$ cat src/rtl/hls_run_sequencer.sv
// hls_run_sequencer: multi-run controller for start_port/done_port accelerators.
// Resets the DUT before each run, pulses start, measures the latency
// (start cycle counts as 1), enforces a timeout and emits one result record per run.
module hls_run_sequencer #(
    parameter int NUM_RUNS = 16,
    parameter int CYC_W    = 32,
    parameter int TIMEOUT  = 200000000,
    parameter int RST_CYC  = 2,
    parameter int GAP_CYC  = 1
) (
    input  logic                               i_clock,
    input  logic                               i_reset,
    input  logic                               i_go,
    input  logic [CYC_W-1:0]                   i_max_cycles,
    output logic                               o_dut_reset,
    output logic                               o_dut_start_port,
    input  logic                               i_dut_done_port,
    output logic                               o_busy,
    output logic                               o_res_valid,
    output logic [$clog2(NUM_RUNS+1)-1:0]      o_res_run,
    output logic [CYC_W-1:0]                   o_res_cycles,
    output logic [1:0]                         o_res_status,
    output logic                               o_campaign_done
);

    localparam int RUN_W    = $clog2(NUM_RUNS + 1);
    localparam int TMR_MAX  = (RST_CYC > GAP_CYC) ? RST_CYC : GAP_CYC;
    localparam int TMR_W    = (TMR_MAX > 1) ? $clog2(TMR_MAX + 1) : 1;
    localparam int GAP_LD_I = (GAP_CYC > 0) ? GAP_CYC - 1 : 0;

    localparam logic [TMR_W-1:0] RST_LOAD  = TMR_W'(RST_CYC - 1);
    localparam logic [TMR_W-1:0] GAP_LOAD  = TMR_W'(GAP_LD_I);
    localparam logic [CYC_W-1:0] TIMEOUT_C = CYC_W'(TIMEOUT);
    localparam logic [RUN_W-1:0] LAST_RUN  = RUN_W'(NUM_RUNS - 1);

    typedef enum logic [2:0] {
        S_IDLE, S_DRST, S_START, S_WAIT, S_REPORT, S_GAP, S_FIN
    } state_t;

    state_t             r_state;
    logic [TMR_W-1:0]   r_tmr;
    logic [CYC_W-1:0]   r_cnt;
    logic [RUN_W-1:0]   r_run;
    logic               r_abort;
    logic [CYC_W-1:0]   r_max;
    logic               r_dut_reset;
    logic               r_start;
    logic               r_busy;
    logic               r_res_valid;
    logic [RUN_W-1:0]   r_res_run;
    logic [CYC_W-1:0]   r_res_cycles;
    logic [1:0]         r_res_status;
    logic               r_cdone;

    state_t             w_state_next;
    logic [TMR_W-1:0]   w_tmr_next;
    logic [CYC_W-1:0]   w_cnt_next;
    logic [RUN_W-1:0]   w_run_next;
    logic               w_abort_next;
    logic [CYC_W-1:0]   w_max_next;
    logic               w_dut_reset_next;
    logic               w_start_next;
    logic               w_busy_next;
    logic               w_res_valid_next;
    logic [RUN_W-1:0]   w_res_run_next;
    logic [CYC_W-1:0]   w_res_cycles_next;
    logic [1:0]         w_res_status_next;
    logic               w_cdone_next;
    logic               w_over;

    // Latency bound is only enforced when a nonzero max was latched on go.
    assign w_over = (r_max != '0) && (r_cnt > r_max);

    // Next-state, datapath and next-output decode; outputs follow the next state so they are registered.
    always_comb begin
        w_state_next      = r_state;
        w_tmr_next        = r_tmr;
        w_cnt_next        = r_cnt;
        w_run_next        = r_run;
        w_abort_next      = r_abort;
        w_max_next        = r_max;
        w_res_run_next    = r_res_run;
        w_res_cycles_next = r_res_cycles;
        w_res_status_next = r_res_status;

        case (r_state)
            S_IDLE: begin
                if (i_go) begin
                    w_max_next   = i_max_cycles;
                    w_run_next   = '0;
                    w_abort_next = 1'b0;
                    w_tmr_next   = RST_LOAD;
                    w_state_next = S_DRST;
                end
            end
            S_DRST: begin
                if (r_tmr == '0) begin
                    w_state_next = S_START;
                    w_cnt_next   = CYC_W'(1);
                end else begin
                    w_tmr_next = r_tmr - TMR_W'(1);
                end
            end
            S_START, S_WAIT: begin
                // A done in the same cycle as the timeout limit still counts as a pass.
                if (i_dut_done_port) begin
                    w_state_next      = S_REPORT;
                    w_res_run_next    = r_run;
                    w_res_cycles_next = r_cnt;
                    w_res_status_next = w_over ? 2'b01 : 2'b00;
                end else if (r_cnt >= TIMEOUT_C) begin
                    w_state_next      = S_REPORT;
                    w_res_run_next    = r_run;
                    w_res_cycles_next = r_cnt;
                    w_res_status_next = 2'b10;
                    w_abort_next      = 1'b1;
                end else begin
                    w_state_next = S_WAIT;
                    if (r_cnt != '1) begin
                        w_cnt_next = r_cnt + CYC_W'(1);
                    end
                end
            end
            S_REPORT: begin
                if (r_abort || (r_run == LAST_RUN)) begin
                    w_state_next = S_FIN;
                end else begin
                    w_run_next = r_run + RUN_W'(1);
                    if (GAP_CYC == 0) begin
                        w_state_next = S_DRST;
                        w_tmr_next   = RST_LOAD;
                    end else begin
                        w_state_next = S_GAP;
                        w_tmr_next   = GAP_LOAD;
                    end
                end
            end
            S_GAP: begin
                if (r_tmr == '0) begin
                    w_state_next = S_DRST;
                    w_tmr_next   = RST_LOAD;
                end else begin
                    w_tmr_next = r_tmr - TMR_W'(1);
                end
            end
            S_FIN: begin
                w_state_next = S_IDLE;
            end
            default: begin
                w_state_next = S_IDLE;
            end
        endcase

        w_busy_next      = (w_state_next != S_IDLE);
        w_start_next     = (w_state_next == S_START);
        w_res_valid_next = (w_state_next == S_REPORT);
        w_cdone_next     = (w_state_next == S_FIN);
        // After an abort the DUT stays in reset through FIN and IDLE until the next go.
        case (w_state_next)
            S_DRST:         w_dut_reset_next = 1'b0;
            S_IDLE, S_FIN:  w_dut_reset_next = ~w_abort_next;
            default:        w_dut_reset_next = 1'b1;
        endcase
    end

    // State, datapath and output registers with synchronous active-low reset.
    always_ff @(posedge i_clock) begin
        if (!i_reset) begin
            r_state      <= S_IDLE;
            r_tmr        <= '0;
            r_cnt        <= '0;
            r_run        <= '0;
            r_abort      <= 1'b0;
            r_max        <= '0;
            r_dut_reset  <= 1'b0;
            r_start      <= 1'b0;
            r_busy       <= 1'b0;
            r_res_valid  <= 1'b0;
            r_res_run    <= '0;
            r_res_cycles <= '0;
            r_res_status <= 2'b00;
            r_cdone      <= 1'b0;
        end else begin
            r_state      <= w_state_next;
            r_tmr        <= w_tmr_next;
            r_cnt        <= w_cnt_next;
            r_run        <= w_run_next;
            r_abort      <= w_abort_next;
            r_max        <= w_max_next;
            r_dut_reset  <= w_dut_reset_next;
            r_start      <= w_start_next;
            r_busy       <= w_busy_next;
            r_res_valid  <= w_res_valid_next;
            r_res_run    <= w_res_run_next;
            r_res_cycles <= w_res_cycles_next;
            r_res_status <= w_res_status_next;
            r_cdone      <= w_cdone_next;
        end
    end

    assign o_dut_reset      = r_dut_reset;
    assign o_dut_start_port = r_start;
    assign o_busy           = r_busy;
    assign o_res_valid      = r_res_valid;
    assign o_res_run        = r_res_run;
    assign o_res_cycles     = r_res_cycles;
    assign o_res_status     = r_res_status;
    assign o_campaign_done  = r_cdone;

endmodule

$ cat config.mk
export PLATFORM = sky130hd
export DESIGN_NAME = hls_run_sequencer
export DESIGN_NICKNAME = d
export VERILOG_FILES = /design/src/rtl/hls_run_sequencer.sv
export SDC_FILE = /design/constraint.sdc
export NUM_CORES = 1
export LEC_CHECK = 0
export CAP_MARGIN = 5
export CELL_PAD_IN_SITES_DETAIL_PLACEMENT = 0
export CELL_PAD_IN_SITES_GLOBAL_PLACEMENT = 1
export CORE_MARGIN = 2
export CORE_UTILIZATION = 40
export CTS_CLUSTER_SIZE = 24
export DETAILED_ROUTE_END_ITERATION = 8
export DONT_BUFFER_PORTS = 1
export PLACE_DENSITY_LB_ADDON = 0.1
export SLEW_MARGIN = 5
export SYNTH_ARGS = -nofsm -noshare
export SYNTH_HDL_FRONTEND = slang
export SYNTH_SLANG_ARGS = --single-unit
$ cat constraint.sdc
create_clock -name i_clock -period 2.3 [get_ports i_clock]
set_clock_uncertainty 0.1 [all_clocks]
set_input_delay 0.46 -clock i_clock [delete_from_list [all_inputs] [get_ports i_clock]]
set_output_delay 0.46 -clock i_clock [all_outputs]
set_load 0.01 [all_outputs]
==> flow_summary.json, run 1 <==
{
  "finalCritPeriodShare": 0.994,
  "final_cell_mix": "130 x nand2_1, 112 x dfxtp_1, 67 x buf_4, 62 x a21oi_1, 56 x nand3_1",
  "synth_area_leaders": "dfxtp_1 42%, nand2_1 8.7%, ha_1 8.4%, a21oi_1 5.7%, nand3_1 4.9%",
  "die_w_um": 123,
  "p_per_area_mw_per_mm2": 804,
  "crit_path_start_kind": "flip-flop",
  "slew_viol_final": 0,
  "top_layer_used": "met4",
  "critPathKind": "flip-flop to flip-flop",
  "num_vias": 5121,
  "ys_types": 52,
  "wl_per_cell_um": 15.9,
  "synth_top_area_frac": 0.420,
  "drive_above_1_share": 0.162,
  "numCtsBuffers": 17,
  "firstDrtPassIters": 5,
  "syn_inst": 720,
  "grt_pass1_wl_um": 24400,
  "place.gp.congestion": 0.916,
  "final_common_cell": "nand2_1",
  "synth.net_count": 794,
  "htree_levels": 4,
  "avgViaCountPerCell": 5.33,
  "io_buffers": 0,
  "grtUsageTotal": 0.209,
  "crit_path_end_kind": "flip-flop",
  "fmax_ghz": 0.437,
  "rsz0062_at_grt": "yes",
  "cts.sinks": 119,
  "period_minus_slack_ns": 2.29,
  "ys_ff_latch": 119,
  "irDropWorstVdd_mv": 0.511,
  "rows": 43,
  "die_h_um": 123,
  "postSynthAreaPerCell_um2": 7.88,
  "dr_wl_met3_um": 890,
  "drv_cap": 0,
  "clockBufferDepth": 2,
  "drt_iter0_markers": 262,
  "dieArea_mm2": 0.0152,
  "insertedDiodeCount": 0,
  "insertion_delay_ns": 0.41,
  "root_buffer": "clkbuf_16",
  "ant_nets": 0,
  "fin_nets": 843,
  "final-hold-violation-count": 0,
  "dr_wl_met2_um": 6550,
  "cp.arrival_ns": 2.54,
  "cts_tree": "built",
  "status": "complete, no violations",
  "core-area_mm2": 0.0139,
  "synth_edf_count": 0,
  "syn2layout_area_growth_pct": 22.1,
  "stdcell_count": 960,
  "antenna_found_initial": 0,
  "setup_viol": 0,
  "dpl.cell_count": 925,
  "io_pins": 80,
  "clkTransAtPathRegs_ns": 0.05,
  "yosys_warnings": 0,
  "drc_errors": 0,
  "start_util": 0.409,
  "yosys_most_used_dff": "dfxtp_1",
  "crit_required_ns": 2.56,
  "slew_headroom": 0.510,
  "grt_max_degree": 82,
  "ys_async_sr_fraction": 0,
  "min_path_type": "primary input to flip-flop",
  "hpwlAfterDp_um": 11200,
  "drt-met1-wl_um": 7560,
  "grt_pass1_vias": 4848,
  "p_total_mw": 5.57,
  "ys_seq_area_frac": 0.420,
  "wl_um": 15200,
  "yosys.area.top_type": "dfxtp_1",
  "tightestPinTransition_ns": 0.732,
  "crit_fanout": 6,
  "syn_area_mm2": 0.00568,
  "grt_remaining_overflow": 0,
  "leakagePower_nw": 2.64
}
## synth_stat cells (all sizes together), types with 10 or more instances
cell type and n:
clkbuf 31, ha 38, nor2 45, nand3 56
nand2 131, nand4 14, o21ai 49, nor3 12
dfxtp 119, buf 10, nor4 16, xnor2 13
a21oi 65, inv 42
## worst paths after layout
check                       start               to  slack, ns  cells past startpoint
setup / recovery         r_cnt[9]        r_cnt[22]       0.01                      7
hold / removal    i_dut_done_port  o_res_status[1]       0.06                      1
setup reg to reg         r_cnt[9]        r_cnt[22]       0.01                      7
hold reg to reg          r_max[7]         r_max[7]       0.37                      2
## flip-flops by register name (all words and copies together) (netlist names)
name and cells:
o_res_run 5, o_busy 1, r_tmr 2, o_res_cycles 32
r_run 5, o_dut_reset 1, o_campaign_done 1, r_abort 1
r_max 32, o_dut_start_port 1, r_cnt 32, o_res_valid 1
o_res_status 2, r_state 3
## area by class of cell
class	instances	area, um2
Fill cell	1372	6950
Multi-Input combinational cell	518	3040
Sequential cell	119	2390
Timing Repair Buffer	71	579
Clock buffer	21	460
Tap cell	180	225
Inverter	42	158
Clock inverter	9	78.8
## power by group
part	switching (mW)	leakage (nW)	internal (mW)
registers	0.110	0.968	2.18
clock network	0.904	0.264	1.52
logic	0.525	1.40	0.335
total	1.54	2.64	4.03
## timing repair
item                                    CTS  global route
buffers inserted                          1             3
gates cloned                              0             1
resized for setup                         4            17
pin swaps                                 7            10
endpoints found under the setup margin    8            53
hold buffers                              0             0
## cell families (layout without fill, tap and decap cells)
family,Yosys count,in the layout,synth area share
and+or+nand+nor,322,322,0.272
AOI/OAI and AO/OA,141,141,0.139
DFF,119,119,0.420
buffers and inverters,83,143,0.0591
adders and majority gates,38,38,0.0838
xor gates and xnor gates,16,16,0.0247
muxes,1,1,0.00176
## layer usage
| metal | global-route usage | vias to the layer above |
|---|---|---|
| met4 | 0.0767 | 0 |
| met3 | 0.0503 | 16 |
| met2 | 0.310 | 137 |
| met1 | 0.294 | 2361 |
| li1 | - | 2607 |
| met5 | 0 | - |
## critical path, stage by stage, from the launching register on
cell	delay (ns)
dfxtp_2	0.34
buf_4	0.14
nand4_1	0.12
or2_1	0.26
or2_0	0.23
or4_4	0.49
or4_1	0.47
nand2_1	0.08
## through the flow
step           cell area [um2]  setup TNS (ns)   util  hold slack (ns)  setup slack, ns
4_1_cts                   6820               0  0.491           0.0456          0.00247
3_3_place_gp              6260          -0.221  0.451            0.363          -0.0964
5_1_grt                   6930          -0.271  0.499           0.0451          -0.0552
3_5_place_dp              6260          -0.347  0.451            0.365          -0.0920
2_1_floorplan             5680         -0.0390      -            0.349          -0.0390
6_report                  6930               0  0.499           0.0598           0.0137
Power figures use the tool's default switching activity.
==> run 2: changes to the inputs <==
- CORE_UTILIZATION: 40 -> 35
- REMOVE_ABC_BUFFERS: not set -> 1
==> run 2 against run 1 <==
Compared with the run above: routed wire length increased by 8.0%; core utilization decreased by 5.7 points; critical endpoint unchanged; final cell count increased by 4.2%; highest routed layer unchanged; the flow now finishes with violations (setup timing).
==> flow_summary.json, run 2 (synthesis gave the netlist of run 1 again) <==
{
  "finalCritPeriodShare": 1.01,
  "io_buffers": 0,
  "final_common_cell": "nand2_1",
  "crit_path_end_kind": "flip-flop",
  "numCtsBuffers": 17,
  "pwr-share-clk": 0.434,
  "clockBufferDepth": 2,
  "grt_max_degree": 82,
  "grtUsageTotal": 0.193,
  "irDropWorstVdd_mv": 0.500,
  "grt_remaining_overflow": 0,
  "final_cell_mix": "130 x nand2_1, 115 x dfxtp_1, 69 x buf_4, 63 x a21oi_1, 56 x nand3_1",
  "num_vias": 5110,
  "setup_viol": 2,
  "swShare": 0.287,
  "p_per_area_mw_per_mm2": 808,
  "ant_nets": 0,
  "fin_ws_ns": -0.0216,
  "crit_required_ns": 2.57,
  "period_minus_slack_ns": 2.32,
  "drc_errors": 0,
  "avgViaCountPerCell": 5.11,
  "htree_levels": 4,
  "tightestPinTransition_ns": 0.628,
  "slew_headroom": 0.580,
  "dpl.cell_count": 964,
  "p_seq_frac": 0.401,
  "finish.utilization": 0.443,
  "leakagePower_nw": 2.66,
  "ctsHoldBuffers": 0,
  "hpwlAfterDp_um": 12100,
  "root_buffer": "clkbuf_16",
  "fmax_ghz": 0.431,
  "crit_path_start_kind": "flip-flop",
  "slew_viol_final": 0,
  "rsz0062_at_grt": "yes",
  "stdcell_count": 1000,
  "drv_cap": 0,
  "grt_pass1_wl_um": 26600,
  "die_h_um": 131,
  "insertedDiodeCount": 0,
  "antenna_found_initial": 0,
  "place.gp.congestion": 0.823,
  "insertion_delay_ns": 0.42,
  "wl_per_cell_um": 16.5,
  "crit_fanout": 5,
  "min_path_type": "primary input to flip-flop",
  "status": "finished, violations left",
  "firstDrtPassIters": 4,
  "drive_above_1_share": 0.167,
  "die_w_um": 131,
  "switchingPower_mw": 1.63,
  "fin_nets": 846,
  "grt_pass1_vias": 5201,
  "start_util": 0.357,
  "violations": "setup timing",
  "drt_iter0_markers": 273,
  "cp.arrival_ns": 2.59,
  "cts_tree": "built",
  "core-area_mm2": 0.0159,
  "wl_um": 16500,
  "n_fill_cell": 1677,
  "clkTransAtPathRegs_ns": 0.06,
  "p_int_mw": 4.05,
  "io_pins": 80,
  "dieArea_mm2": 0.0173,
  "syn2layout_area_growth_pct": 23.9,
  "final-hold-violation-count": 0,
  "cts.sinks": 119,
  "rows": 46,
  "comb_power_share": 0.165,
  "critPathKind": "flip-flop to flip-flop"
}
run 2: cell count changes in the layout (fill, tap and decap cells not counted), sizes merged:
cell      previous run  this run
buf                 70        73
or4                  9        10
clkinv               6         5
clkinvlp             2         3
run 2: layout make-up:
| cell class | instances | area, um2 | share of cell area |
|---|---|---|---|
| sequential | 119 | 2390 | 0.340 |
| timing repair buffer | 73 | 589 | 0.0838 |
| clock inverter | 9 | 77.6 | 0.0110 |
| clock buffer | 22 | 464 | 0.0660 |
| tap | 216 | 270 | 0.0384 |
| multi-input combinational | 519 | 3090 | 0.439 |
| inverter | 42 | 158 | 0.0224 |
run 2: critical path, stage by stage (launching register included):
cell	delay, ns
dfxtp_1	0.32
or3b_4	0.39
buf_6	0.14
nor2_4	0.09
nand2_2	0.06
or4_4	0.56
or4_1	0.53
nand2_1	0.08
run 2: power by group through the flow:
stage	Sequential (mW)	Combinational [mW]	Clock, mW
after CTS	2.28	0.900	2.52
final	2.28	0.935	2.47
after global routing	2.30	1.06	2.60
after global placement	2.32	0.880	0
after detailed placement	2.33	0.896	0
after floorplan	2.30	0.550	0
run 2: final timing paths:
kind                    from               to  slack [ns]  cells after the start
max reg2reg       r_state[1]        r_cnt[22]       -0.02                      7
min reg2reg        r_max[30]        r_max[30]        0.38                      2
min          i_dut_done_port  o_res_status[1]        0.06                      1
max               r_state[1]        r_cnt[22]       -0.02                      7
run 2: what timing repair did:
action                     CTS  global route
pin swaps                    8            10
setup buffers                1             4
resized for setup            4            24
gates cloned                 0             1
setup endpoints to repair   12            59
run 2: through the flow:
| step | setup WS (ns) | power, mW | instance area [um2] | hold slack (ns) | setup TNS (ns) |
|---|---|---|---|---|---|
| floorplan | -1.37 | 2.85 | 5500 | 0.349 | -73.85 |
| global route | -0.100 | 5.95 | 7030 | 0.0548 | -0.427 |
| finish | -0.0216 | 5.68 | 7030 | 0.0551 | -0.0264 |
| detailed placement | -0.141 | 3.22 | 6330 | 0.370 | -0.764 |
| CTS | 0.00270 | 5.70 | 6900 | 0.0442 | 0 |
| global placement | -0.107 | 3.20 | 6330 | 0.367 | -0.448 |
run 2: routing by layer:
layer	wire (um)	global-route usage	vias up
li1	-	-	2608
met1	7800	0.243	2394
met2	7750	0.321	90
met3	663	0.0459	18
met4	242	0.0737	0
met5	0	0	-
